`src/rtl/div_iter_core.sv`:
```
// div_iter_core: iterative radix-2 restoring divider, one quotient bit per cycle.
// Divides operand magnitudes unsigned and hands the correction stage the unsigned
// quotient/remainder plus the latched sign flags, divisor two's complement and opcode.
// Optional build macro DIV_EARLY_EXIT_EN: finish at once when |dividend| < |divisor|.
module div_iter_core #(
    parameter int unsigned XLEN = 32
) (
    input  logic            clk_i,
    input  logic            reset_i,
    input  logic            start_i,
    input  logic [XLEN-1:0] dividend_i,
    input  logic [XLEN-1:0] divisor_i,
    input  logic [1:0]      op_div_i,
    output logic            busy_o,
    output logic            done_o,
    output logic [XLEN-1:0] q_o,
    output logic [XLEN-1:0] r_o,
    output logic            dividend32_o,
    output logic            divisor32_o,
    output logic [XLEN-1:0] divisor_2c_o,
    output logic [1:0]      op_div_o
);

    localparam int unsigned CW = $clog2(XLEN) + 1;

    typedef enum logic [1:0] {StIdle, StCalc, StDone} state_e;

    state_e          state_q, state_d;
    logic [CW-1:0]   cnt_q;
    logic [XLEN-1:0] qsh_q, rem_q, absb_q;
    logic [XLEN-1:0] q_q, r_q, div2c_q;
    logic            sign_a_q, sign_b_q;
    logic [1:0]      op_q;

    logic            sign_a, sign_b, b_zero, early, borrow, last_iter;
    logic [XLEN-1:0] abs_a, abs_b, rem_next, qsh_next;
    logic [XLEN:0]   shifted, trial;

    // Operand magnitudes and the short-path decisions taken in IDLE
    always_comb begin
        sign_a = op_div_i[0] & dividend_i[XLEN-1];
        sign_b = op_div_i[0] & divisor_i[XLEN-1];
        abs_a  = sign_a ? (~dividend_i + 1'b1) : dividend_i;
        abs_b  = sign_b ? (~divisor_i + 1'b1) : divisor_i;
        b_zero = (abs_b == '0);
`ifdef DIV_EARLY_EXIT_EN
        early  = !b_zero && (abs_a < abs_b);
`else
        early  = 1'b0;
`endif
    end

    // One restoring step; the full remainder is kept so a divisor above 2^(XLEN-1) still works
    always_comb begin
        shifted   = {rem_q, qsh_q[XLEN-1]};
        trial     = shifted - {1'b0, absb_q};
        borrow    = trial[XLEN];
        rem_next  = borrow ? shifted[XLEN-1:0] : trial[XLEN-1:0];
        qsh_next  = {qsh_q[XLEN-2:0], ~borrow};
        last_iter = (cnt_q == CW'(XLEN - 1));
    end

    // State register
    always_ff @(posedge clk_i) begin
        if (reset_i) state_q <= StIdle;
        else         state_q <= state_d;
    end

    // Next-state logic; start is only honoured in IDLE
    always_comb begin
        state_d = state_q;
        case (state_q)
            StIdle: if (start_i) state_d = (b_zero || early) ? StDone : StCalc;
            StCalc: if (last_iter) state_d = StDone;
            StDone: state_d = StIdle;
            default: state_d = StIdle;
        endcase
    end

    // FSM outputs
    always_comb begin
        busy_o = (state_q != StIdle);
        done_o = (state_q == StDone);
    end

    // Datapath: operand latch on accept, iteration in CALC, result capture on entry to DONE
    always_ff @(posedge clk_i) begin
        if (reset_i) begin
            cnt_q    <= '0;
            qsh_q    <= '0;
            rem_q    <= '0;
            absb_q   <= '0;
            q_q      <= '0;
            r_q      <= '0;
            div2c_q  <= '0;
            sign_a_q <= 1'b0;
            sign_b_q <= 1'b0;
            op_q     <= '0;
        end else begin
            case (state_q)
                StIdle: begin
                    if (start_i) begin
                        op_q     <= op_div_i;
                        qsh_q    <= abs_a;
                        rem_q    <= '0;
                        cnt_q    <= '0;
                        absb_q   <= abs_b;
                        div2c_q  <= ~abs_b + 1'b1;
                        sign_a_q <= sign_a;
                        sign_b_q <= sign_b;
                        if (b_zero) begin
                            // Flags cleared so the correction stage passes these through untouched
                            q_q      <= '1;
                            r_q      <= dividend_i;
                            sign_a_q <= 1'b0;
                            sign_b_q <= 1'b0;
                        end else if (early) begin
                            q_q <= '0;
                            r_q <= abs_a;
                        end
                    end
                end
                StCalc: begin
                    qsh_q <= qsh_next;
                    rem_q <= rem_next;
                    cnt_q <= cnt_q + CW'(1);
                    if (last_iter) begin
                        q_q <= qsh_next;
                        r_q <= rem_next;
                    end
                end
                default: ;
            endcase
        end
    end

    assign q_o          = q_q;
    assign r_o          = r_q;
    assign dividend32_o = sign_a_q;
    assign divisor32_o  = sign_b_q;
    assign divisor_2c_o = div2c_q;
    assign op_div_o     = op_q;

endmodule

```
`config.mk`:
```
export PLATFORM = sky130hd
export DESIGN_NAME = div_iter_core
export DESIGN_NICKNAME = d
export VERILOG_FILES = /design/src/rtl/div_iter_core.sv
export SDC_FILE = /design/constraint.sdc
export NUM_CORES = 1
export LEC_CHECK = 0
export BUFFER_PORTS_ARGS = -buffer_cell sky130_fd_sc_hd__buf_2
export CAP_MARGIN = 20
export CORE_AREA = 2 2 265 189
export CTS_CLUSTER_SIZE = 12
export DETAILED_ROUTE_END_ITERATION = 7
export DIE_AREA = 0 0 267 191
export GPL_TIMING_DRIVEN = 0
export PLACE_DENSITY = 0.44
export SYNTH_ARGS = -nofsm -noshare
export SYNTH_HDL_FRONTEND = slang
export SYNTH_SLANG_ARGS = --single-unit
```
`constraint.sdc`:
```
create_clock -name clk_i -period 3.67 [get_ports clk_i]
set_clock_uncertainty 0.2 [all_clocks]
set_input_delay 0.1835 -clock clk_i [delete_from_list [all_inputs] [get_ports clk_i]]
set_output_delay 0.1835 -clock clk_i [all_outputs]
set_load 0.05 [all_outputs]
```
# [Word level (Yosys, flattened, before mapping)]
# Cells that the tools add are included.
[classes] n_shift=0 n_mux=23 magnitude_cmp=0 eq_ne=6 reduce_logical=8 div_mod_pow=0 multipliers=0 add_sub_neg=5 n_bitwise=6
[ops] operator="32-bit two-way mux" count=11
[ops] operator="32-bit case mux with 2 select lines" count=4
[ops] operator="32-bit by 1-bit adder with 32-bit output (second input constant)" count=3
[ops] operator="32-bit NOT" count=3
[ops] operator="33-bit by 32-bit subtractor with 33-bit output" count=1
[ops] operator="32-bit logical NOT" count=1
[ops] operator="6-bit case mux with 2 select lines" count=1
[ops] operator="6-bit by 1-bit adder with 6-bit output (second input constant)" count=1
[ops] operator="6-bit by 5-bit equality test with 1-bit output (second input constant)" count=1
[ops] operator="2-bit two-way mux" count=3
[ops] operator="6-bit two-way mux" count=1
[ops] operator="2-bit != test (second input constant)" count=3
[ops] operator="2-bit AND reduction" count=3
[ops] operator="2-bit case mux with 2 select lines" count=1
[ops] operator="4-bit AND reduction" count=1
[ops] operator="2-bit nonzero test" count=2
[ops] operator="1-bit AND" count=2
[ops] operator="2-bit by 1-bit equality test with 1-bit output (second input constant)" count=1
[ops] operator="2-bit equality test (second input constant)" count=1
[ops] operator="2-bit logical NOT" count=1
[ops] operator="1-bit two-way mux" count=2
[ops] operator="1-bit NOT" count=1
[word_totals] rom_bits=0 elab_cells=59 in_bits=69 output_inout_bits=102 mem_count=0 latch_bits=0 ramBits=0 register_bits=204

# [Logic depth before layout (Yosys ltp)]
[logic_depth] ltp_word=7 depth_mapped=15 mapped_depth_nobuf=13

# [Worst setup path after synthesis]
# Ideal clock, no wire load.
[synth_path] path_kind="reg2reg" from="reg qsh_q[31]" to="reg r_q[30], in the netlist r_o[30]" setup_time_ps=132 stages_incl_launch_ff=16 t_required_ps=3338 slack_ps=52 arrival_time_ps=3285 n_path_buf=2 path_cell_list="dfxtp_1 inv_1 ha_1 fa_1 nand2b_1 a21oi_1 a2111oi_0 o211ai_1 nand2_1 o21ai_0 xor2_1 clkbuf_1 clkbuf_1 nand4_1 o2111ai_1 a21oi_1"
[synth_between] elab_chain_cells=4
[synth_lines] element="start, declared" line="30" rtl="logic [XLEN-1:0] qsh_q, rem_q, absb_q;"
[synth_lines] element="start signal, assigned" line="104" rtl="qsh_q <= abs_a;"
[synth_lines] element="start signal, assigned" line="124" rtl="qsh_q <= qsh_next;"
[synth_lines] element="33-bit by 32-bit subtractor with 33-bit output" line="56" rtl="trial = shifted - {1'b0, absb_q};"
[synth_lines] element="32-bit two-way mux" line="58" rtl="rem_next = borrow ? shifted[XLEN-1:0] : trial[XLEN-1:0];"
[synth_lines] element="32-bit two-way mux" line="127" rtl="if (last_iter) begin"
[synth_lines] element="32-bit case mux with 2 select lines" line="100" rtl="case (state_q)"
[synth_lines] element="end signal, assigned" line="114" rtl="r_q <= dividend_i;"
[synth_lines] element="end signal, assigned" line="119" rtl="r_q <= abs_a;"
[synth_lines] element="end signal, assigned" line="129" rtl="r_q <= rem_next;"
[synth_lines] element="end, declared" line="31" rtl="logic [XLEN-1:0] q_q, r_q, div2c_q;"
# No other way between the ends. The select of a mux whose other input is x is not followed.
# A chain may end at the register's enable or synchronous reset.

# [Final worst setup path]
[layout_path] from="reg qsh_q[31]" to="reg r_q[20], in the netlist r_o[20]"
# Same word-level chain as after synthesis.

==> reports/qor_table.md <==
| Stage | Item | This run |
|:---|:---|:---|
| power and ir drop | Internal Pwr Total | 4.86 mW |
| synth | Number of distinct library cell variants in the gate-level netlist after synthesis | 74 |
| routing | Wire length reported by the detailed router | 50,900 um |
| power and ir drop | Proportion of power drawn by flip-flops and latches | 0.321 |
| sta | Transition time at the pin with the least slew margin | 1.06 ns |
| job | Max-cap violations | 0 |
| place | Post-place instance area | 13,700 um^2 |
| setup path | Type of the worst setup path | reg -> reg |
| floorplan | Die ar. | 51,000 um^2 |
| routing | Total vias in the final route | 12,400 |
| global routing | Remaining global-route overflow | 0 |
| setup path | Worst r2r path cells | 15 |
| sta | Worst slew margin relative to its limit | 0.295 |
| final layout | Number of antenna repair diodes | 0 |
| power and ir drop | Logic gate share of total power | 0.352 |
| outcome | Outcome | finished clean |
| clock tree | Cell at the root of the clock tree | sky130_fd_sc_hd__clkbuf_16 |
| synth | Dominant combinational cell family by area after synthesis | compound AO/OA/AOI/OAI gates |
| synth | Simple-gate share of the synthesized area | 0.219 |
| power and ir drop | Max IR drop VDD | 0.281 mV |
| setup path | CP max FO | 10 |
| clock tree | H-tree depth | 1 |
| power and ir drop | Ratio of total power to cell area | 491 nW/um^2 |
| sta | Worst setup slack after layout | 0.0131 ns |
| floorplan | I/O pin cnt | 171 |
| power and ir drop | Cell leakage power | 5.88 nW |
| global routing | Vias in the first global route | 12,100 |
| synth | Synth Area in Adders | 0.0381 |
| synth | Share of synthesized registers carrying an async set or reset | 0 |
| synth | Flops & latches, synth | 203 |
| power and ir drop | Total power after layout | 7.68 mW |
| final layout | Layout Nets | 1,915 |
| final layout | Fin util | 0.322 |
| routing | Antenna viol nets, final | 0 |
| synth | Share of synthesized area occupied by flip-flops and latches | 0.338 |
| global routing | Antenna violations before repair | 0 |
| sta | Max frequency | 273 MHz |
| sta | Ratio of final minimum period to clock period | 0.996 |
| place | Detailed Place HPWL | 39,700 um |
| min path | Class of the tightest hold or removal check | in -> reg |
| place | Last weighted congestion value of the routability-driven placer | 0.898 |
| place | # placed instances | 2,376 |
| power and ir drop | Net switching share of the total power | 0.368 |
| final layout | Leading cell type in the layout, fill and taps excluded | sky130_fd_sc_hd__nor2_1 |
| global routing | GR Layer Usage met2 | 0.292 |
| routing | Detailed-route wire length per cell | 20.4 um |
| floorplan | Starting density of the core | 0.247 |
| setup path | Nature of the critical path startpoint | register |
| synth | Mean instance size in the synthesized netlist | 7.76 um^2 |
| clock tree | Clock buffers created by TritonCTS | 26 |
| final layout | Area Growth Syn to Fin | 30.2% |
| setup path | Data required time at the worst endpoint | 3.88 ns |
| setup path | Kind of end point of the critical path | register |
| clock tree | Bufs on Longest Clock Path | 3 |
| clock tree | Clock insertion delay at the later pin of the skew report | 0.55 ns |
| sta | RSZ-0062 raised after global routing | true |
| final layout | Layout cells sized above 1 | 0.181 |
| clock tree | Sinks on Clock Net | 203 |
| sta | Number of hold violations in the final report | 0 |
| global routing | GRT Overall Usage | 0.197 |
| sta | Number of slew-limit violations in the final report | 0 |
| floorplan | Std cell rows | 68 |
| synth | Count of mapped cells out of synthesis | 1,548 |
| synth | Number of synthesized flops with an enable pin | 0 |
| clock tree | Clock slew at reported path FFs | 0.06 ns |
| routing | Drt initial violations | 976 |
| synth | Primary FF master, synth | sky130_fd_sc_hd__dfxtp_1 |
| clock tree | CTS tree | done |
| final layout | Total non-filler cell area in the finished layout | 15,600 um^2 |
| final layout | Leading cell types in the layout, fill and taps excluded | 238 x sky130_fd_sc_hd__nor2_1, 202 x sky130_fd_sc_hd__dfxtp_1, 171 x sky130_fd_sc_hd__buf_2, 124 x sky130_fd_sc_hd__a21oi_1, 117 x sky130_fd_sc_hd__nand2_1 |
| global routing | Wire length of the first global-routing pass | 76,300 um |
| floorplan | Overall die height | 191 um |
| synth | Warnings from Yosys | 0 |
| sta | Setup_tns | 0 ns |
| setup path | Data arrival time of the worst path | 3.86 ns |
| routing | Via count normalized by instance count | 4.99 |
| min path | Number of cells on the worst hold path | 3 |
| routing | First-pass DRT Iterations | 5 |
| synth | Synth Area in XOR/XNOR | 0.0839 |
| synth | Syn Nets | 1,653 |
| sta | Finish-stage setup viols | 0 |
| global routing | GR Util met1 | 0.289 |
| synth | Multiplexer share of the synthesized area | 0.0258 |
| floorplan | Horizontal extent of the die | 267 um |
| sta | Post-layout min period | 3.66 ns |
| global routing | Largest net degree at the start of global routing | 13 |
| final layout | Final instance count without filler cells | 2,495 |
| place | Worst slack at placement | -1.70 ns |
| power and ir drop | Power share of the clock group | 0.328 |
| routing | Remaining routing DRC violations | 0 |
| global routing | Most used routing layer | met2 |
| synth | Fraction of the mapped netlist area in compound gates | 0.241 |
| global routing | Met3 track demand over resource in global routing | 0.0407 |
| power and ir drop | Net Sw Power | 2.82 mW |
| sta | Post-route worst hold slack | 0.0158 ns |
| synth | Netlist Area Pre-Place | 12,000 um^2 |
| place | IO Port Bufs | 162 |
| floorplan | CORE AREA | 48,600 um^2 |
## logic make-up (layout without fill, tap and decap cells)
kind of cell	Yosys count	in the layout
fa+ha+maj	36	36
buf+inv	159	441
flops	203	203
xor+xnor	115	115
mux	30	30
compound gates	436	436
simple gates	569	569
## critical path: stages (launching register included)
cell and delay, ns:
sky130_fd_sc_hd__dfxtp_4 0.40, sky130_fd_sc_hd__inv_4 0.04, sky130_fd_sc_hd__ha_4 0.16, sky130_fd_sc_hd__fa_2 0.40, sky130_fd_sc_hd__nand2b_4 0.17, sky130_fd_sc_hd__a21oi_4 0.17, sky130_fd_sc_hd__a2111oi_4 0.09, sky130_fd_sc_hd__o211ai_1 0.37
sky130_fd_sc_hd__nand2_2 0.15, sky130_fd_sc_hd__o21ai_2 0.19, sky130_fd_sc_hd__xor2_2 0.16, sky130_fd_sc_hd__buf_6 0.17, sky130_fd_sc_hd__buf_8 0.20, sky130_fd_sc_hd__mux2i_2 0.29, sky130_fd_sc_hd__a21o_1 0.23, sky130_fd_sc_hd__a21oi_1 0.08
## what timing repair did
item | in CTS | in global routing
setup endpoints to repair | 110 | 101
cloned | 1 | 0
pin swaps | 6 | 11
hold buffers | 59 | 0
resized for setup | 49 | 58
setup buffers | 7 | 5
endpoints found under the hold margin | 82 | 0
## power by group through the flow
stage          Sequential [mW]  Clock [mW]  Combinational (mW)
4_1_cts                   2.46        2.57                2.53
3_3_place_gp              2.50           0                2.23
6_report                  2.46        2.52                2.70
3_5_place_dp              2.50           0                2.23
5_1_grt                   2.48        2.66                2.93
2_1_floorplan             2.58           0                1.45
## final cells by class
| class | instances | area, um^2 |
|---|---|---|
| repair buffers | 234 | 1510 |
| plain buffers | 110 | 513 |
| clock inverters | 16 | 113 |
| fillers | 5196 | 32900 |
| well taps | 665 | 832 |
| flip-flops and latches | 203 | 4070 |
| multi-input cells | 1186 | 7700 |
| inverters | 49 | 186 |
| clock buffers | 32 | 714 |
## metal layers
layer	wire length, um	up-vias
li1	-	6056
met3	3240	54
met1	25200	5976
met2	21400	358
met5	0	-
met4	1110	0
## synthesized netlist by cell type, types with 3 or more instances
library cell                count  area (um^2)
sky130_fd_sc_hd__buf_1         10         37.5
sky130_fd_sc_hd__o31ai_1       10         75.1
sky130_fd_sc_hd__nand2_1      120          450
sky130_fd_sc_hd__nand3_1       28          140
sky130_fd_sc_hd__a22oi_1        4         30.0
sky130_fd_sc_hd__clkbuf_1      83          312
sky130_fd_sc_hd__ha_1          35          438
sky130_fd_sc_hd__mux2_2         8         90.1
sky130_fd_sc_hd__and3_1         5         31.3
sky130_fd_sc_hd__a2111oi_0      4         35.0
sky130_fd_sc_hd__nand4_1       15         93.8
sky130_fd_sc_hd__a31o_2         5         43.8
sky130_fd_sc_hd__o31a_1         3         26.3
sky130_fd_sc_hd__o41ai_1        4         35.0
sky130_fd_sc_hd__a41oi_1        4         35.0
sky130_fd_sc_hd__mux2i_1       22          220
sky130_fd_sc_hd__o21a_1        18          135
sky130_fd_sc_hd__nand2b_1      12         75.1
sky130_fd_sc_hd__buf_4          5         37.5
sky130_fd_sc_hd__nor2b_1        8         50.1
sky130_fd_sc_hd__dfxtp_1      203         4060
sky130_fd_sc_hd__o21ai_0       61          305
sky130_fd_sc_hd__xnor2_1       64          561
sky130_fd_sc_hd__a211oi_1      95          713
sky130_fd_sc_hd__o22ai_1        4         25.0
sky130_fd_sc_hd__or4_4          3         33.8
sky130_fd_sc_hd__nor2_1       239          897
sky130_fd_sc_hd__nand3b_1       3         22.5
sky130_fd_sc_hd__a21o_1        23          173
sky130_fd_sc_hd__xor2_1        51          447
sky130_fd_sc_hd__o211ai_1       9         67.6
sky130_fd_sc_hd__o21ai_1       16         80.1
sky130_fd_sc_hd__nor3_1        85          425
sky130_fd_sc_hd__nor4_1         9         56.3
sky130_fd_sc_hd__a22o_1         4         35.0
sky130_fd_sc_hd__inv_1         49          184
sky130_fd_sc_hd__a311o_1        3         30.0
sky130_fd_sc_hd__a311oi_1       9         78.8
sky130_fd_sc_hd__o2111ai_1      4         35.0
sky130_fd_sc_hd__and2_1         6         37.5
sky130_fd_sc_hd__or3_1         14         87.6
sky130_fd_sc_hd__buf_2         10         50.1
sky130_fd_sc_hd__a31oi_1       10         62.6
sky130_fd_sc_hd__and4_1         6         52.6
sky130_fd_sc_hd__a21oi_1      127          636
## sequential cells by signal, summed over array words and instances (netlist names)
register      cells
absb_q           32
cnt_q             6
dividend32_o      1
divisor32_o       1
divisor_2c_o     31
op_div_o          2
q_o              32
qsh_q            32
r_o              32
rem_q            32
state_q           2
## final timing paths
check / from / end / slack [ns]
setup / recovery: qsh_q[31] / r_o[20] / 0.01
hold / removal: divisor_i[3] / absb_q[3] / 0.02
setup reg to reg: qsh_q[31] / r_o[20] / 0.01
hold reg to reg: r_o[5] / r_o[5] / 0.25
No activity file was read; power rests on OpenSTA's default activity.
